File: src/rtl/generator_host_bridge.sv
// generator_host_bridge: loads a seed batch into the generator, kicks it, then drains its features as a valid/ready stream.
// Define GEN_HOST_BRIDGE_LFSR_EN to source seeds from an internal LFSR instead of the seed_in stream.
module generator_host_bridge #(
   parameter int SEED_COUNT     = 64,
   parameter int FEATURE_COUNT  = 128,
   parameter int TIMEOUT_CYCLES = 1000000
) (
   input  logic        clk,
   input  logic        rst,
   input  logic        run,
   input  logic        seed_in_valid,
   output logic        seed_in_ready,
   input  logic [15:0] seed_in_data,
   output logic        gen_seed_wr_en,
   output logic [15:0] gen_seed_wr_data,
   input  logic        gen_seed_full,
   input  logic [6:0]  gen_seed_level,
   output logic        gen_start,
   input  logic        gen_busy,
   input  logic        gen_done,
   output logic        gen_feature_rd_en,
   input  logic [15:0] gen_feature_rd_data,
   input  logic        gen_feature_rd_valid,
   input  logic        gen_feature_empty,
   output logic        feat_out_valid,
   input  logic        feat_out_ready,
   output logic [15:0] feat_out_data,
   output logic        feat_out_last,
   output logic        busy,
   output logic        done,
   output logic        timeout_err
);
   localparam logic [7:0]  SC_L  = 8'(SEED_COUNT);
   localparam logic [7:0]  FC_L  = 8'(FEATURE_COUNT);
   localparam logic [7:0]  FC_M1 = 8'(FEATURE_COUNT - 1);
   localparam logic [31:0] TO_M1 = 32'(TIMEOUT_CYCLES - 1);

   typedef enum logic [2:0] {S_IDLE, S_FILL, S_KICK, S_WAIT, S_DRAIN, S_FIN} state_t;

   state_t      r_state;
   logic [6:0]  r_need, r_wr;
   logic [7:0]  r_iss, r_idx;
   logic [31:0] r_wd;
   logic        r_pend, r_start, r_fv, r_err;
   logic [15:0] r_fd;
   logic        w_wr_en, w_rd_en, w_pop, w_room, w_expire, w_accept;
   logic [6:0]  w_wr_nxt, w_need;
   logic [15:0] w_seed;

`ifdef GEN_HOST_BRIDGE_LFSR_EN
   logic [15:0] r_lfsr;
   logic        w_unused;
   assign w_unused      = ^{seed_in_valid, seed_in_data};
   assign seed_in_ready = 1'b0;
   assign w_wr_en       = r_state == S_FILL && !gen_seed_full && r_wr < r_need;
   assign w_seed        = r_lfsr;
   // Free-running across runs; only reset reloads the seed value.
   always_ff @(posedge clk)
      if (rst) r_lfsr <= 16'hACE1;
      else if (w_wr_en) r_lfsr <= {r_lfsr[14:0], r_lfsr[15] ^ r_lfsr[13] ^ r_lfsr[12] ^ r_lfsr[10]};
`else
   assign seed_in_ready = r_state == S_FILL && !gen_seed_full && r_wr < r_need;
   assign w_wr_en       = seed_in_valid && seed_in_ready;
   assign w_seed        = seed_in_data;
`endif

   assign gen_seed_wr_en    = w_wr_en;
   assign gen_seed_wr_data  = w_wr_en ? w_seed : 16'd0;
   assign w_wr_nxt          = r_wr + 7'(w_wr_en);
   assign w_need            = ({1'b0, gen_seed_level} >= SC_L) ? 7'd0 : 7'(SC_L - {1'b0, gen_seed_level});
   assign w_accept          = run && !gen_busy && gen_feature_empty;
   assign w_room            = !r_fv || feat_out_ready;
   assign w_rd_en           = r_state == S_DRAIN && !gen_feature_empty && !r_pend && r_iss < FC_L && w_room;
   assign w_pop             = r_fv && feat_out_ready;
   assign w_expire          = r_wd == TO_M1;
   assign gen_feature_rd_en = w_rd_en;
   assign gen_start         = r_start;
   assign feat_out_valid    = r_fv;
   assign feat_out_data     = r_fd;
   assign feat_out_last     = r_fv && r_idx == FC_M1;
   assign busy              = r_state != S_IDLE;
   assign done              = r_state == S_FIN;
   assign timeout_err       = r_err;

   always_ff @(posedge clk) begin
      if (rst) begin
         r_state <= S_IDLE;
         r_need  <= '0;
         r_wr    <= '0;
         r_iss   <= '0;
         r_idx   <= '0;
         r_wd    <= '0;
         r_pend  <= 1'b0;
         r_start <= 1'b0;
         r_fv    <= 1'b0;
         r_fd    <= '0;
         r_err   <= 1'b0;
      end else begin
         r_wd   <= (r_state == S_KICK || r_state == S_WAIT) ? r_wd + 32'd1 : 32'd0;
         r_wr   <= w_wr_nxt;
         r_iss  <= r_iss + 8'(w_rd_en);
         r_idx  <= r_idx + 8'(w_pop);
         r_pend <= w_rd_en || (r_pend && !gen_feature_rd_valid);
         if (r_state == S_DRAIN && gen_feature_rd_valid) begin
            r_fd <= gen_feature_rd_data;
            r_fv <= 1'b1;
         end else if (w_pop) r_fv <= 1'b0;
         case (r_state)
            S_IDLE: if (w_accept) begin
               r_state <= S_FILL;
               r_need  <= w_need;
               r_err   <= 1'b0;
               r_wr    <= '0;
               r_iss   <= '0;
               r_idx   <= '0;
            end
            S_FILL: if (w_wr_nxt == r_need) begin
               r_state <= S_KICK;
               r_start <= 1'b1;
            end
            // Hold start until busy is seen; the seed level lags writes by a cycle.
            S_KICK: if (gen_busy) begin
               r_state <= S_WAIT;
               r_start <= 1'b0;
            end else if (w_expire) begin
               r_state <= S_IDLE;
               r_start <= 1'b0;
               r_err   <= 1'b1;
            end
            S_WAIT: if (gen_done) r_state <= S_DRAIN;
               else if (w_expire) begin
                  r_state <= S_IDLE;
                  r_err   <= 1'b1;
               end
            S_DRAIN: if (w_pop && feat_out_last) r_state <= S_FIN;
            default: r_state <= S_IDLE;
         endcase
      end
   end
endmodule

File: config.mk
export PLATFORM = sky130hd
export DESIGN_NAME = generator_host_bridge
export DESIGN_NICKNAME = d
export VERILOG_FILES = /design/src/rtl/generator_host_bridge.sv
export SDC_FILE = /design/constraint.sdc
export NUM_CORES = 1
export LEC_CHECK = 0
export CAP_MARGIN = 15
export CELL_PAD_IN_SITES_DETAIL_PLACEMENT = 1
export CELL_PAD_IN_SITES_GLOBAL_PLACEMENT = 1
export CORE_ASPECT_RATIO = 0.7
export CORE_MARGIN = 10
export CORE_UTILIZATION = 40
export DETAILED_ROUTE_END_ITERATION = 16
export PLACE_DENSITY = 0.8
export SLEW_MARGIN = 30
export SYNTH_ARGS = -nofsm -noshare
export SYNTH_HDL_FRONTEND = slang
export SYNTH_SLANG_ARGS = --single-unit
File: constraint.sdc
create_clock -name clk -period 7.1 [get_ports clk]
set_input_delay 1.42 -clock clk [delete_from_list [all_inputs] [get_ports clk]]
set_output_delay 1.42 -clock clk [all_outputs]
set_load 0.1 [all_outputs]
# == Word level (Yosys, flattened, before mapping) ==
# Index checks and enable logic that the tools add are counted.
# totals
ff_bits,85
in_bits,49
output_inout_bits,41
word_cells,93
# classes
add_sub_neg,5
magnitude_cmp,3
n_eq_ne,14
mux,26
bitwise,1
reduce_logical,33
# op_table
cell,n
32-bit by 1-bit adder with 32-bit output (second input constant),1
32-bit by 20-bit == test with 1-bit output (second input constant),1
8-bit two-way mux,4
7-bit two-way mux,3
3-bit two-way mux,6
8-bit by 1-bit adder with 8-bit output,2
16-bit two-way mux,1
3-bit case mux with 5 select lines,1
1-bit logical AND,14
1-bit two-way mux,9
8-bit by 7-bit == test with 1-bit output (second input constant),1
8-bit less-than comparator (second input constant),1
7-bit by 1-bit adder with 7-bit output,1
7-bit == test,1
7-bit >= comparator (second input constant),1
7-bit less-than comparator,1
7-bit subtractor (first input constant),1
3-bit by 2-bit == test with 1-bit output (second input constant),2
3-bit == test (second input constant),2
1-bit logical NOT,6
2-bit != test (second input constant),3
3-bit AND reduction,2
3-bit nonzero test,2
2-bit by 1-bit != test with 1-bit output (second input constant),2
11 further kinds,14

# == Depth between registers and ports, before layout ==
# Gate-level depths: netlist of run 1.
# depth
depth_word,8
depth_mapped,14
mapped_depth_nobuf,13

# == Worst setup path after synthesis of run 1 ==
# Ideal clock, no wire load.
# synth_timing
kind,input-to-output
startpoint,input port gen_seed_full
endpoint,output port seed_in_ready
arrival_time_ps,4022
path_slack_ps,1658
cell_stages,2
path_cell_list,a2111oi_4 a21boi_0
# synth_via
elab_chain_cells,3
# synth_lines
element,line,source
"start, declared",16,"input logic gen_seed_full,"
1-bit logical NOT,62,assign seed_in_ready = r_state == S_FILL && !gen_seed_full && r_wr < r_need;
1-bit logical AND (2 in a row),62,
"end, declared",12,"output logic seed_in_ready,"
# No other way between the ends.

# == Final worst setup path of run 1 ==
# layout_timing
startpoint,input port gen_seed_full
endpoint,output port gen_seed_wr_data[6]
# layout_via
elab_chain_cells,5
# layout_lines
element,line,source
1-bit logical NOT,62,
1-bit logical AND (2 in a row),62,
1-bit logical AND,63,assign w_wr_en = seed_in_valid && seed_in_ready;
16-bit two-way mux,68,assign gen_seed_wr_data = w_wr_en ? w_seed : 16'd0;
"end, declared",15,"output logic [15:0] gen_seed_wr_data,"
# No other way between the ends.

==> flow_results.org, run 1 <==
** Status
- Status :: finished, final reports clean

** Synthesis
- In the synthesized netlist the async set-or-reset flop fraction comes to 0.
- The average instance in the mapped netlist occupies roughly 8.3 um2.
- Netlist area before placement :: around 0.0042 mm2
- In the synthesized netlist the dominant register cell turns out to be sky130_fd_sc_hd__dfxtp_1.
- Synthesis produced a netlist whose cell count is just over 500.
- When the netlist entered floorplanning its net count stood at 571.
- The synthesized design contains 0 enable-type register cells.
- Proportion of synthesized chip area in sequential cells :: 0.405
- In this run, synthesis produced a sequential element count of 85.
- Number of warnings reported in the yosys synthesis log :: 0
- In this run, distinct cell masters in the synthesized netlist total 46.

** Global routing
- The layer flagged by global routing as most heavily used is met2.
- Met2 usage :: 0.270
- The first global-routing pass estimated just over 20 mm of wire.
- Via count of the first global-routing pass :: roughly 4000
- Global routing met1 resource utilization :: 0.203
- Global-route met3 utilization :: 0.0538
- Remaining global-route overflow :: 0
- Entering global routing, the biggest net connects 33 pins.
- The initial antenna violation count is 0.
- Across every metal layer, demand over resource in global routing totals 0.164.

** STA
- Worst Tran Pin Value :: 1020 ps
- Number of setup violations in the final report :: 0
- Setup repair after global routing missed its margin :: no
- The number of endpoints with negative hold slack in the final report was 0.
- In the finished design, the share of the clock period the worst path needs comes to 0.755.
- Across the routed clock network, the largest skew measured is roughly 8.6 ps.
- In the final timing run, aggregate negative setup slack is 0 ps.
- Timing-limited maximum frequency :: 187 MHz
- Setup slack closes at around 1700 ps.
- Minimum period implied by the final worst setup slack :: about 5400 ps
- Count of pins over their slew limit :: 0
- Worst slew margin :: 0.317

** Route
- The pre-antenna-repair detailed-routing pass consisted of 4 iterations.
- Detail-routed via count per cell :: approximately 5.3
- Routed via count :: 3804
- Wires add up to 12.4 mm.
- In this run the remaining antenna-violating nets after routing total 0.
- Wire per inst :: between 15 and 20 um
- For this block, the initial DRC count from the detailed router was approximately 220.
- DRC :: 0

** Clock tree
- The later pin in the worst-skew pair is clocked with a latency of between 300 and 400 ps.
- Clock-pin slew was measured on the worst setup and hold paths at approximately 70 ps.
- Post-CTS setup buffers :: 0
- In this run the deepest clock path goes through 2 buffers.
- Gates resized, CTS repair :: 0
- Inserted Clock Buffers :: 9
- Hold buffer count at cts :: 0
- Root buffer selected by CTS :: sky130_fd_sc_hd__clkbuf_16
- TritonCTS built the clock tree.
- CTS H-Tree Depth :: 3
- Number of sinks on the clock net :: between 80 and 90

** Die
- Core Area :: approximately 0.010 mm2
- Number of rows in the core area :: 31
- For this configuration, the core starts out at a cell density of 0.407.
- For this design the top-level I/O count stands at 90.
- Area enclosed by the die boundary :: approximately 0.015 mm2
- The die is around 140 um wide.
- The floorplan step set the die height to 106 um.

** Layout
- Once layout is done, the placed cells without fillers occupy about 0.0055 mm2.
- Area Growth Syn to Fin :: 30.6%
- In the final layout, the share of cells above drive strength 1 is 0.0626.
- Post-layout nets :: approximately 650
- Top library cells by usage in the layout, fill and taps aside :: sky130_fd_sc_hd__clkdlybuf4s50_1 (88), sky130_fd_sc_hd__dfxtp_1 (85), sky130_fd_sc_hd__nor2_1 (60)
- The library cell used most frequently in the layout, excluding fill and tap cells, is sky130_fd_sc_hd__clkdlybuf4s50_1.
- The repair_antennas step left the layout with diodes totalling 0.

** Worst setup path
- CP Class :: primary input to primary output
- STA classifies the critical path endpoint as a primary output.
- Counting cells, the worst reg-to-reg path comes to 13.
- Maximum fanout along the worst path :: 14
- STA classifies the critical path startpoint as a primary input.
- Data arrives at the worst endpoint at 3940 ps.
- Data required, critical path :: 5680 ps

** Worst hold path
- Along the worst hold path, the cell count comes to 2.
- Class of the tightest hold or removal check :: flop to flop

** Place
- After legalization and detailed placement, the total HPWL measured between 9 and 10 mm.
- Routability congestion estimate :: 0.775
- Once placement finished, the instance area stood at about 0.0052 mm2.
- Setup WS pre-CTS :: between 1000 and 1500 ps
- Count of buffers from port buffering :: slightly below 90

** Power
- Static leakage :: ~1.8 nW
- The internal portion of the total power is approximately 0.00079 W.
- In this run the power density over the cells is approximately 190 mW/mm2.
- The share of total power dissipated in combinational logic is 0.075.
- The share of total power dissipated in the clock network is 0.461.
- Portion of total power attributed to sequential cells :: 0.464
- VDD sags by at most 0.111 mV.
- Of the total power, the share spent switching nets is 0.238.
- NetSw :: 0.000246 W

** Job
- Across the run, the number of max-cap violations was 0.
-- power by group through the flow --
stage	clock network, W	logic, W	registers (W)
global route	0.000514	0.0000838	0.000481
finish	0.000478	0.0000782	0.000481
detailed placement	0	0.0000774	0.000492
global placement	0	0.0000754	0.000492
CTS	0.000493	0.0000779	0.000481
floorplan	0	0.0000355	0.000494
-- critical path, stage by stage --
cell and delay, ps:
sky130_fd_sc_hd__clkdlybuf4s50_1 440, sky130_fd_sc_hd__a2111oi_4 310, sky130_fd_sc_hd__buf_4 270, sky130_fd_sc_hd__nand3_1 90, sky130_fd_sc_hd__a21oi_1 200, sky130_fd_sc_hd__clkdlybuf4s50_1 1200
-- flip-flops by register name, summed over array words and instances, names as in the netlist, 3 cells and up --
register	cells
r_idx	8
r_wd	32
r_need	7
r_state	3
feat_out_data	16
r_wr	7
r_iss	8
-- routing by layer --
metal / routed length, um / vias up
li1: - / 1893
met3: 643 / 12
met5: 0 / -
met1: 5680 / 1845
met2: 5940 / 54
met4: 136 / 0
-- final timing paths --
path | startpoint | to | slack (ps)
worst max register to register | r_state[0]$_SDFFE_PP0P_ | r_state[1]$_SDFFE_PP0P_ | 3090
worst max-delay path | gen_seed_full | gen_seed_wr_data[6] | 1740
worst min register to register | feat_out_data[10]$_SDFFE_PP0P_ | feat_out_data[10]$_SDFFE_PP0P_ | 460
worst min-delay path | feat_out_data[10]$_SDFFE_PP0P_ | feat_out_data[10]$_SDFFE_PP0P_ | 460
-- layout make-up --
| class | count | area, um2 |
|---|---|---|
| Clock buffer | 9 | 225 |
| Clock inverter | 7 | 80.1 |
| Fill cell | 1211 | 4830 |
| Inverter | 17 | 63.8 |
| Multi-Input combinational cell | 383 | 2360 |
| Sequential cell | 85 | 1700 |
| Tap cell | 132 | 165 |
| Timing Repair Buffer | 90 | 893 |
-- logic make-up after synthesis --
group | synth area share
DFF | 0.405
buffers and inverters | 0.0372
adders and majority gates | 0.0417
xor gates and xnor gates | 0.117
AOI/OAI and AO/OA | 0.105
and+or+nand+nor | 0.294
-- per-stage QoR --
| stage | util | std cells | hold slack [ps] | total power (W) |
|---|---|---|---|---|
| after floorplan | - | 508 | 430 | 0.000530 |
| after global routing | 0.532 | 723 | 488 | 0.00108 |
| after detailed placement | 0.500 | 706 | 449 | 0.000569 |
| after CTS | 0.530 | 722 | 459 | 0.00105 |
| final | 0.532 | 723 | 457 | 0.00104 |
| after global placement | 0.500 | 706 | 440 | 0.000567 |
-- synth_stat cells (2+ instances only) --
cell type                   n  area [um2]
sky130_fd_sc_hd__or2_1      2        12.5
sky130_fd_sc_hd__nor3b_1    3        22.5
sky130_fd_sc_hd__xor2_1    29         254
sky130_fd_sc_hd__and4_1     5        43.8
sky130_fd_sc_hd__nand2_1   55         206
sky130_fd_sc_hd__and2_1     9        56.3
sky130_fd_sc_hd__nand4_1   14        87.6
sky130_fd_sc_hd__o21ai_1    5        25.0
sky130_fd_sc_hd__o21ai_0    7        35.0
sky130_fd_sc_hd__nand2b_1   6        37.5
sky130_fd_sc_hd__or4_4      3        33.8
sky130_fd_sc_hd__xnor2_1   27         236
sky130_fd_sc_hd__nor2b_1    2        12.5
sky130_fd_sc_hd__nor2_1    60         225
sky130_fd_sc_hd__or2_2      3        18.8
sky130_fd_sc_hd__inv_1     17        63.8
sky130_fd_sc_hd__nor4b_1    2        17.5
sky130_fd_sc_hd__ha_1      14         175
sky130_fd_sc_hd__nor3_1     7        35.0
sky130_fd_sc_hd__a21o_1     2        15.0
sky130_fd_sc_hd__and3_1     7        43.8
sky130_fd_sc_hd__a31oi_1    4        25.0
sky130_fd_sc_hd__nor4_2     5        62.6
sky130_fd_sc_hd__nor4_1     6        37.5
sky130_fd_sc_hd__clkbuf_1  18        67.6
sky130_fd_sc_hd__a21oi_1   44         220
sky130_fd_sc_hd__buf_1      2        7.51
sky130_fd_sc_hd__nor3_2     2        20.0
sky130_fd_sc_hd__nand3_1   40         200
sky130_fd_sc_hd__or3_1      7        43.8
sky130_fd_sc_hd__dfxtp_1   85        1700
sky130_fd_sc_hd__buf_2      2        10.0
Power figures use the tool's default switching activity.
==> inputs of run 2 (changes only) <==
--- a/config.mk
+++ b/config.mk
@@ -10,9 +10,9 @@
 export CELL_PAD_IN_SITES_GLOBAL_PLACEMENT = 1
 export CORE_ASPECT_RATIO = 0.7
 export CORE_MARGIN = 10
-export CORE_UTILIZATION = 40
+export CORE_UTILIZATION = 34
 export DETAILED_ROUTE_END_ITERATION = 16
-export PLACE_DENSITY = 0.8
+export PLACE_DENSITY = 0.72
 export SLEW_MARGIN = 30
 export SYNTH_ARGS = -nofsm -noshare
 export SYNTH_HDL_FRONTEND = slang
==> constraint.sdc (replaced) <==
create_clock -name clk -period 4.75 [get_ports clk]
set_input_delay 0.95 -clock clk [delete_from_list [all_inputs] [get_ports clk]]
set_output_delay 0.95 -clock clk [all_outputs]
set_load 0.1 [all_outputs]
==> flow_results.org, run 2 (synthesis gave the netlist of run 1 again) <==
** Status
- The run finished with clean final reports.

** Worst setup path
- Arrival time of the worst setup path :: between 2000 and 3000 ps
- Measured in cells, the most critical reg-to-reg path has a length of 13.
- CP Launch Type :: flop
- STA puts the critical path data required time at about 3800 ps.
- The worst setup path is captured at a primary output.
- The startpoint identified for the worst register-to-register timing path is r_need[1]$_SDFFE_PP0P_.
- In this run the register-to-register setup slack is about 1400 ps.
- In this run the critical register-to-register path is captured at r_state[1]$_SDFFE_PP0P_.
- Maximum fanout along the worst path :: 5
- The setup path with the least slack is of type flop to primary output.

** Global routing
- After global routing the overflow that remains totals 0.
- The number of global-route vias before repair was just under 4000.
- Largest net degree at the start of global routing :: 33
- The initial antenna violation count came to 0.
- Wire length of the first global-routing pass :: roughly 22 mm
- Overall Global Routing Usage :: 0.149

** Layout
- Area Growth Syn to Fin :: 31.0%
- Post-layout nets :: ~650
- Number of standard cells in the layout, taps in and fillers out :: approximately 750
- The register with the most flip-flops in the layout has 32 of them.
- Leaving out fill and tap cells, the most frequent cell in the layout is sky130_fd_sc_hd__dfxtp_1.
- Diodes inserted :: 0
- In the layout the commonest cells are sky130_fd_sc_hd__dfxtp_1 (85), sky130_fd_sc_hd__clkdlybuf4s50_1 (70), sky130_fd_sc_hd__nor2_1 (60).
- Reg with most FFs :: r_wd
- In the final layout, the share of cells above drive strength 1 is 0.0976.

** Route
- In the routed layout, each cell is associated on average with a via count of 5.05.
- Routed via count :: roughly 3800
- Wires add up to between 10 and 15 mm.
- In this run, the number of DRC markers left after iteration 0 of detailed routing was slightly below 200.
- First-pass iteration count of the detailed router :: 4
- DRC :: 0
- The detail route stage leaves a number of antenna-violating nets equal to 0.
- Dividing the detail-routed wire length by the instance count gives ~17 um.

** Clock tree
- The later pin in the worst-skew pair is clocked with a latency of 350 ps.
- CTS saw between 80 and 90 sinks.
- Hold buffer count at cts :: 0
- After clock tree synthesis, the clock-pin slew on the worst setup and hold paths is roughly 70 ps.
- CTS H-Tree Depth :: 3
- Root buffer selected by CTS :: sky130_fd_sc_hd__clkbuf_16
- Clock tree from TritonCTS :: yes
- Gates resized, CTS repair :: 0
- Once the clock tree was built, the setup fixing pass inserted 0 buffers.
- Counting along the longest clock path gives a buffer depth of 2.
- The number of clock buffers added by TritonCTS is 9.

** Die
- 90 I/O pins were placed.
- The initial utilization of the core area, before any placement, comes to 0.353.
- The die is about 150 um wide.
- Number of rows in the core area :: 33
- Die span in y :: between 100 and 150 um
- The core region is 0.0119 mm2.
- The die covers about 0.017 mm2.

** Power
- Power density over the cells :: approximately 280 mW/mm2
- In this run the static leakage power is around 1.9 nW.
- VDD sags by at most approximately 0.18 mV.

** Place
- Count of buffers from port buffering :: a little under 90
- Placed cell count :: between 700 and 800
- HPWL after detailed placement :: ~9.8 mm
- The congestion estimate from routability-driven global placement came to between 0.8 and 0.9.

** STA
- Worst Tran Pin Value :: slightly above 1000 ps
- Counting I/O delays and the setup requirement, the final critical path takes ~3500 ps.
- Based on the critical path, the design can be clocked at up to about 290 MHz.
- On the final layout, the worst clock skew is a little over 9 ps.
- Final hold viol count :: 0
- Measured against its own limit, the worst slew margin works out to 0.315.
- Count of pins over their slew limit :: 0
- Setup repair after global routing missed its margin :: no
- Final-layout setup total negative slack :: 0 ps
- In the finished design, the share of the clock period the worst path needs comes to 0.733.
- Number of setup violations in the final report :: 0

** Worst hold path
- Hold EP :: feat_out_data[2]$_SDFFE_PP0P_
- Counting instances, the worst hold path has a depth of 2.
- Class of the tightest hold or removal check :: flop to flop
- Hold wc startpoint :: feat_out_data[2]$_SDFFE_PP0P_

** Job
- Max-cap violations in this run came to 0.
==> run 2: worst max path at each step <==
stage,startpoint,endpoint,slack [ps]
floorplan,gen_seed_full,seed_in_ready,250
global placement,gen_seed_full,r_state[1]$_SDFFE_PP0P_,1330
detailed placement,gen_seed_full,gen_start$_SDFFE_PP0P_,1160
finish,r_idx[2]$_SDFF_PP0_,feat_out_last,1270
global route,r_need[1]$_SDFFE_PP0P_,r_state[1]$_SDFFE_PP0P_,1040
CTS,r_idx[3]$_SDFF_PP0_,feat_out_last,1260
==> run 2: final cells by class <==
type	count	area [um2]
fillers	1414	6390
multi-input cells	383	2360
clock inverters	7	81.3
repair buffers	93	873
inverters	17	63.8
clock buffers	9	225
well taps	157	196
flip-flops and latches	85	1700
==> run 2: where the power goes <==
part / switching (W) / internal, W / total, W
registers: 0.00000379 / 0.000715 / 0.000719
clock network: 0.000310 / 0.000415 / 0.000724
logic: 0.0000653 / 0.0000549 / 0.000120
total: 0.000379 / 0.00119 / 0.00156
==> run 2: stage by stage <==
step / hold WS (ps) / worst slack, ps / power, W / cell area [um2] / util
2_1_floorplan: 430 / 248 / 0.000792 / 4200 / -
3_3_place_gp: 441 / 1330 / 0.000851 / 5180 / 0.436
3_5_place_dp: 451 / 1160 / 0.000855 / 5180 / 0.436
4_1_cts: 463 / 1260 / 0.00159 / 5490 / 0.462
5_1_grt: 484 / 1040 / 0.00163 / 5500 / 0.463
6_report: 457 / 1270 / 0.00156 / 5500 / 0.463
==> run 2: critical path: stages (launching register included) <==
cell,delay (ps)
sky130_fd_sc_hd__dfxtp_1,420
sky130_fd_sc_hd__nand4_1,160
sky130_fd_sc_hd__nor3_1,390
sky130_fd_sc_hd__clkdlybuf4s50_1,1220
==> run 2: metal layers <==
metal / track usage / share of wire / up-vias
li1: - / - / 1913
met1: 0.194 / 0.48 / 1806
met2: 0.232 / 0.45 / 61
met3: 0.0477 / 0.058 / 15
met4: 0.0418 / 0.015 / 0
met5: 0 / 0 / -
==> variant 1 (config.mk and constraints of run 2) <==
Take the reset off `r_wd` and load it in a clocked block of its own.
--- a/src/rtl/generator_host_bridge.sv
+++ b/src/rtl/generator_host_bridge.sv
@@ -89,14 +89,12 @@
          r_wr    <= '0;
          r_iss   <= '0;
          r_idx   <= '0;
-         r_wd    <= '0;
          r_pend  <= 1'b0;
          r_start <= 1'b0;
          r_fv    <= 1'b0;
          r_fd    <= '0;
          r_err   <= 1'b0;
       end else begin
-         r_wd   <= (r_state == S_KICK || r_state == S_WAIT) ? r_wd + 32'd1 : 32'd0;
          r_wr   <= w_wr_nxt;
          r_iss  <= r_iss + 8'(w_rd_en);
          r_idx  <= r_idx + 8'(w_pop);
@@ -137,5 +135,9 @@
          endcase
       end
    end
+
+   always_ff @(posedge clk) begin
+      r_wd <= (r_state == S_KICK || r_state == S_WAIT) ? r_wd + 32'd1 : 32'd0;
+   end
 endmodule
 
Formal check against the unedited RTL: same outputs for any inputs over 10 cycles, from zero or initial values and one cycle with rst high; that may be too few to reach the edited logic, so the function may still have changed.
==> variant 1 against run 2 <==
Setup slack lost 0.22 ns; largest cell class unchanged; sequential cell count is the same; sequential share of layout area grew 0.28 points; utilization shrank 0.41 points; highest routed layer unchanged; power grew 1.5%; critical endpoint is now gen_start; register-to-register slack lost 0.34 ns; synthesized area grew 0.12%; routed wire length shrank 0.92%; global-route usage shrank 0.24 points; hold slack lost 0.00080 ns; final area shrank 0.89%.
==> variant 1: results <==
export IMPL_status="finished, final reports clean"
export IMPL_async_reset_ff_share_pct=0
export IMPL_synth_common_cells="dfxtp_1 (85), nand2_1 (68), nor2_1 (50)"
export IMPL_ys_seq_area_share_pct=40.46
export IMPL_via_per_inst=5.090
export IMPL_ys_top_cells_by_area="dfxtp_1 (40%), xnor2_1 (6.9%), nand2_1 (6.1%)"
export IMPL_irDropWorstVdd_uv=166.6
export IMPL_clk_pin_slew_ns=0.06
export IMPL_largest_reg_flops=32
export IMPL_synth_fp_nets=568
export IMPL_postCtsSetupBuffers=0
export IMPL_first_pass_iters=4
export IMPL_p_leak_nw=1.916
export IMPL_routed_wl_um=12780
export IMPL_place_congestion=0.8382
export IMPL_cp_max_fo=18
export IMPL_pre_cts_slack_ns=0.8441
export IMPL_multiInputGateArea_um2=2323
export IMPL_cts_resized=0
export IMPL_first_global_vias=4036
export IMPL_dp_hpwl_um=9667
export IMPL_synthDistinctLibCells=48
export IMPL_nNetsFinal=643
export IMPL_placedInstanceArea_um2=5145
export IMPL_cp_arrival_ns=3.94
export IMPL_fillers=1412
export IMPL_dr_first_iter_drc_count=178
export IMPL_grt_max_degree=32
export IMPL_drive_gt1_share_pct=7.350
export IMPL_grt_total_usage_pct=14.66
export IMPL_slew_headroom_pct=32.64
export IMPL_grt_pass1_wl_um=21110
export IMPL_min_path_type="flip-flop to flip-flop"
export IMPL_fin_worst_skew_ns=0.007923
## variant 1: metrics by stage
stage / hold slack, ns / instances / total power, mW / setup TNS (ns)
detailed placement: 0.4411 / 726 / 0.8589 / 0
CTS: 0.4533 / 742 / 1.606 / 0
finish: 0.4559 / 742 / 1.587 / 0
global route: 0.4614 / 742 / 1.645 / 0
global placement: 0.4275 / 726 / 0.8548 / 0
floorplan: 0.4129 / 505 / 0.7988 / -0.1314
## variant 1: worst paths after layout
kind	cells after the start	slack [ns]	endpoint	startpoint
worst min register to register	1	0.46	r_wd[0]	r_wd[0]
worst max register to register	12	1.05	gen_start	r_need[5]
worst min-delay path	1	0.46	r_wd[0]	r_wd[0]
worst max-delay path	12	1.05	gen_start	r_need[5]
## variant 1: critical path: stages (launching register included)
cell      delay (ns)
dfxtp_1         0.39
inv_1           0.07
ha_1            0.32
a21o_1          0.19
a2111o_1        0.66
a211oi_2        0.34
ha_1            0.24
ha_1            0.25
and3_1          0.24
nand3_1         0.14
xnor2_1         0.18
o41ai_1         0.35
nor3b_1         0.25
## variant 1: area by class of cell
cell class	count	share of cell area, %
Clock buffer	12	4.338
Clock inverter	4	1.331
Inverter	20	1.377
Multi-Input combinational cell	374	42.62
Sequential cell	85	31.21
Tap cell	157	3.603
Timing Repair Buffer	90	15.52
## variant 1: power breakdown
part / switching [mW] / internal, mW / total [mW] / leakage, nW
Sequential: 0.00441 / 0.716 / 0.720 / 0.685
Combinational: 0.0682 / 0.0560 / 0.124 / 1.08
Clock: 0.282 / 0.460 / 0.742 / 0.147
Total: 0.354 / 1.23 / 1.59 / 1.92
## variant 1: kinds of logic (layout without fill, tap and decap cells)
kind of cell | after synthesis | count (layout) | share of synthesized area (%)
flops | 85 | 85 | 40.46
simple gates | 230 | 230 | 27.43
xor+xnor | 52 | 52 | 11.16
fa+ha+maj | 14 | 14 | 4.165
buf+inv | 46 | 126 | 4.522
compound gates | 78 | 78 | 12.26
## variant 1: layer usage
metal  share of wire (%)  vias up  global-route usage [%]
met5                   0        -                       0
met4                0.91        0                   3.359
met3                 6.1       12                   5.713
met2                  44       67                   22.90
met1                  49     1806                   18.68
li1                    -     1892                       -
==> variant 2 (settings of run 2) <==
Made on the original files. Add a define of `GEN_HOST_BRIDGE_LFSR_EN`.
--- a/src/rtl/generator_host_bridge.sv
+++ b/src/rtl/generator_host_bridge.sv
@@ -1,5 +1,7 @@
 // generator_host_bridge: loads a seed batch into the generator, kicks it, then drains its features as a valid/ready stream.
 // Define GEN_HOST_BRIDGE_LFSR_EN to source seeds from an internal LFSR instead of the seed_in stream.
+`define GEN_HOST_BRIDGE_LFSR_EN
+
 module generator_host_bridge #(
    parameter int SEED_COUNT     = 64,
    parameter int FEATURE_COUNT  = 128,
Formal check against the unedited RTL: not equivalent (a bounded check fails within 4 cycles, from zero or initial values and one cycle with rst high).
==> variant 2 against run 2 <==
Fmax decreased by 8.3%; sequential share of layout area increased by 3.3 points; power increased by 14%; routed wire length increased by 2.4%; final area increased by 7.5%; sequential cell count increased by 16; synthesized area increased by 12%; first-iteration DRC count decreased by 27%; setup slack got worse by 0.31 ns; critical path type unchanged; critical endpoint is now gen_seed_wr_data[3]; highest routed layer unchanged.
==> variant 2: results <==
export IMPL_wl_met1_um=6264
export IMPL_slew_headroom_pct=30.32
export IMPL_use_met3_pct=5.652
export IMPL_grt_max_degree=35
export IMPL_synth_compound_area_share_pct=9.813
export IMPL_grt_pass1_wl_um=22170
export IMPL_use_met2_pct=22.43
export IMPL_synth_adder_area_share_pct=3.733
export IMPL_synth_xor_area_share_pct=9.520
export IMPL_routed_wl_um=13210
export IMPL_cp_max_fo=34
export IMPL_placedInstanceArea_um2=5588
export IMPL_dr_first_iter_drc_count=144
export IMPL_p_leak_nw=2.069
export IMPL_nNetsFinal=669
export IMPL_fillers=1543
export IMPL_irDropWorstVdd_uv=167.6
export IMPL_met2WireLength_um=6000
export IMPL_grt_total_usage_pct=13.98
export IMPL_fin_worst_skew_ns=0.01083
export IMPL_ys_top_cells_by_area="dfxtp_1 (43%), xor2_1 (5.6%), nor2_1 (5.5%)"
export IMPL_status="finished, final reports clean"
export IMPL_via_per_inst=5.069
export IMPL_drive_gt1_share_pct=7.529
export IMPL_cp_arrival_ns=2.84
## variant 2: cell count changes after synthesis, sizes merged, moves of 10 or more
cell   change
nor2b     +10
and2      +15
dfxtp     +16
nand3     -16
a21oi     -15
nor2      +10
## variant 2: worst paths after layout
| kind | from | endpoint | slack, ns | cells after the start |
|---|---|---|---|---|
| max | r_state[1] | gen_seed_wr_data[3] | 0.96 | 7 |
| min | feat_out_data[13] | feat_out_data[13] | 0.46 | 2 |
| max reg2reg | r_state[1] | r_state[0] | 1.03 | 12 |
| min reg2reg | feat_out_data[13] | feat_out_data[13] | 0.46 | 2 |
## variant 2: where the power goes
group          switching, mW  leakage, nW  internal [mW]  total [mW]
clock network          0.326        0.160          0.479       0.805
logic                 0.0688         1.10         0.0482       0.117
registers            0.00586        0.814          0.851       0.857
total                  0.401         2.07           1.38        1.78
## variant 2: final cells by class
| class | instances | area share, % |
|---|---|---|
| clock buffers | 11 | 4.107 |
| clock inverters | 5 | 1.397 |
| flip-flops and latches | 101 | 34.21 |
| inverters | 16 | 1.016 |
| well taps | 185 | 3.916 |
| repair buffers | 73 | 13.34 |
| multi-input cells | 405 | 42.02 |
## variant 2: metrics by stage
step | setup WS (ns) | cells | power (mW) | hold WS (ns)
after floorplan | 0.6692 | 549 | 0.9437 | 0.4378
after global placement | 0.8348 | 780 | 0.9905 | 0.4418
after detailed placement | 0.7905 | 780 | 0.9935 | 0.4517
after CTS | 0.9106 | 796 | 1.805 | 0.4621
after global routing | 0.7440 | 796 | 1.847 | 0.4761
final | 0.9556 | 796 | 1.779 | 0.4573
## variant 2: kinds of logic after synthesis
group	after synthesis
AND/OR/NAND/NOR	259
XOR/XNOR	51
AO/OA/AOI/OAI	71
buffers and inverters	43
adder cells (fa/ha/maj)	14
flip-flops	101
multiplexers	9
other	1
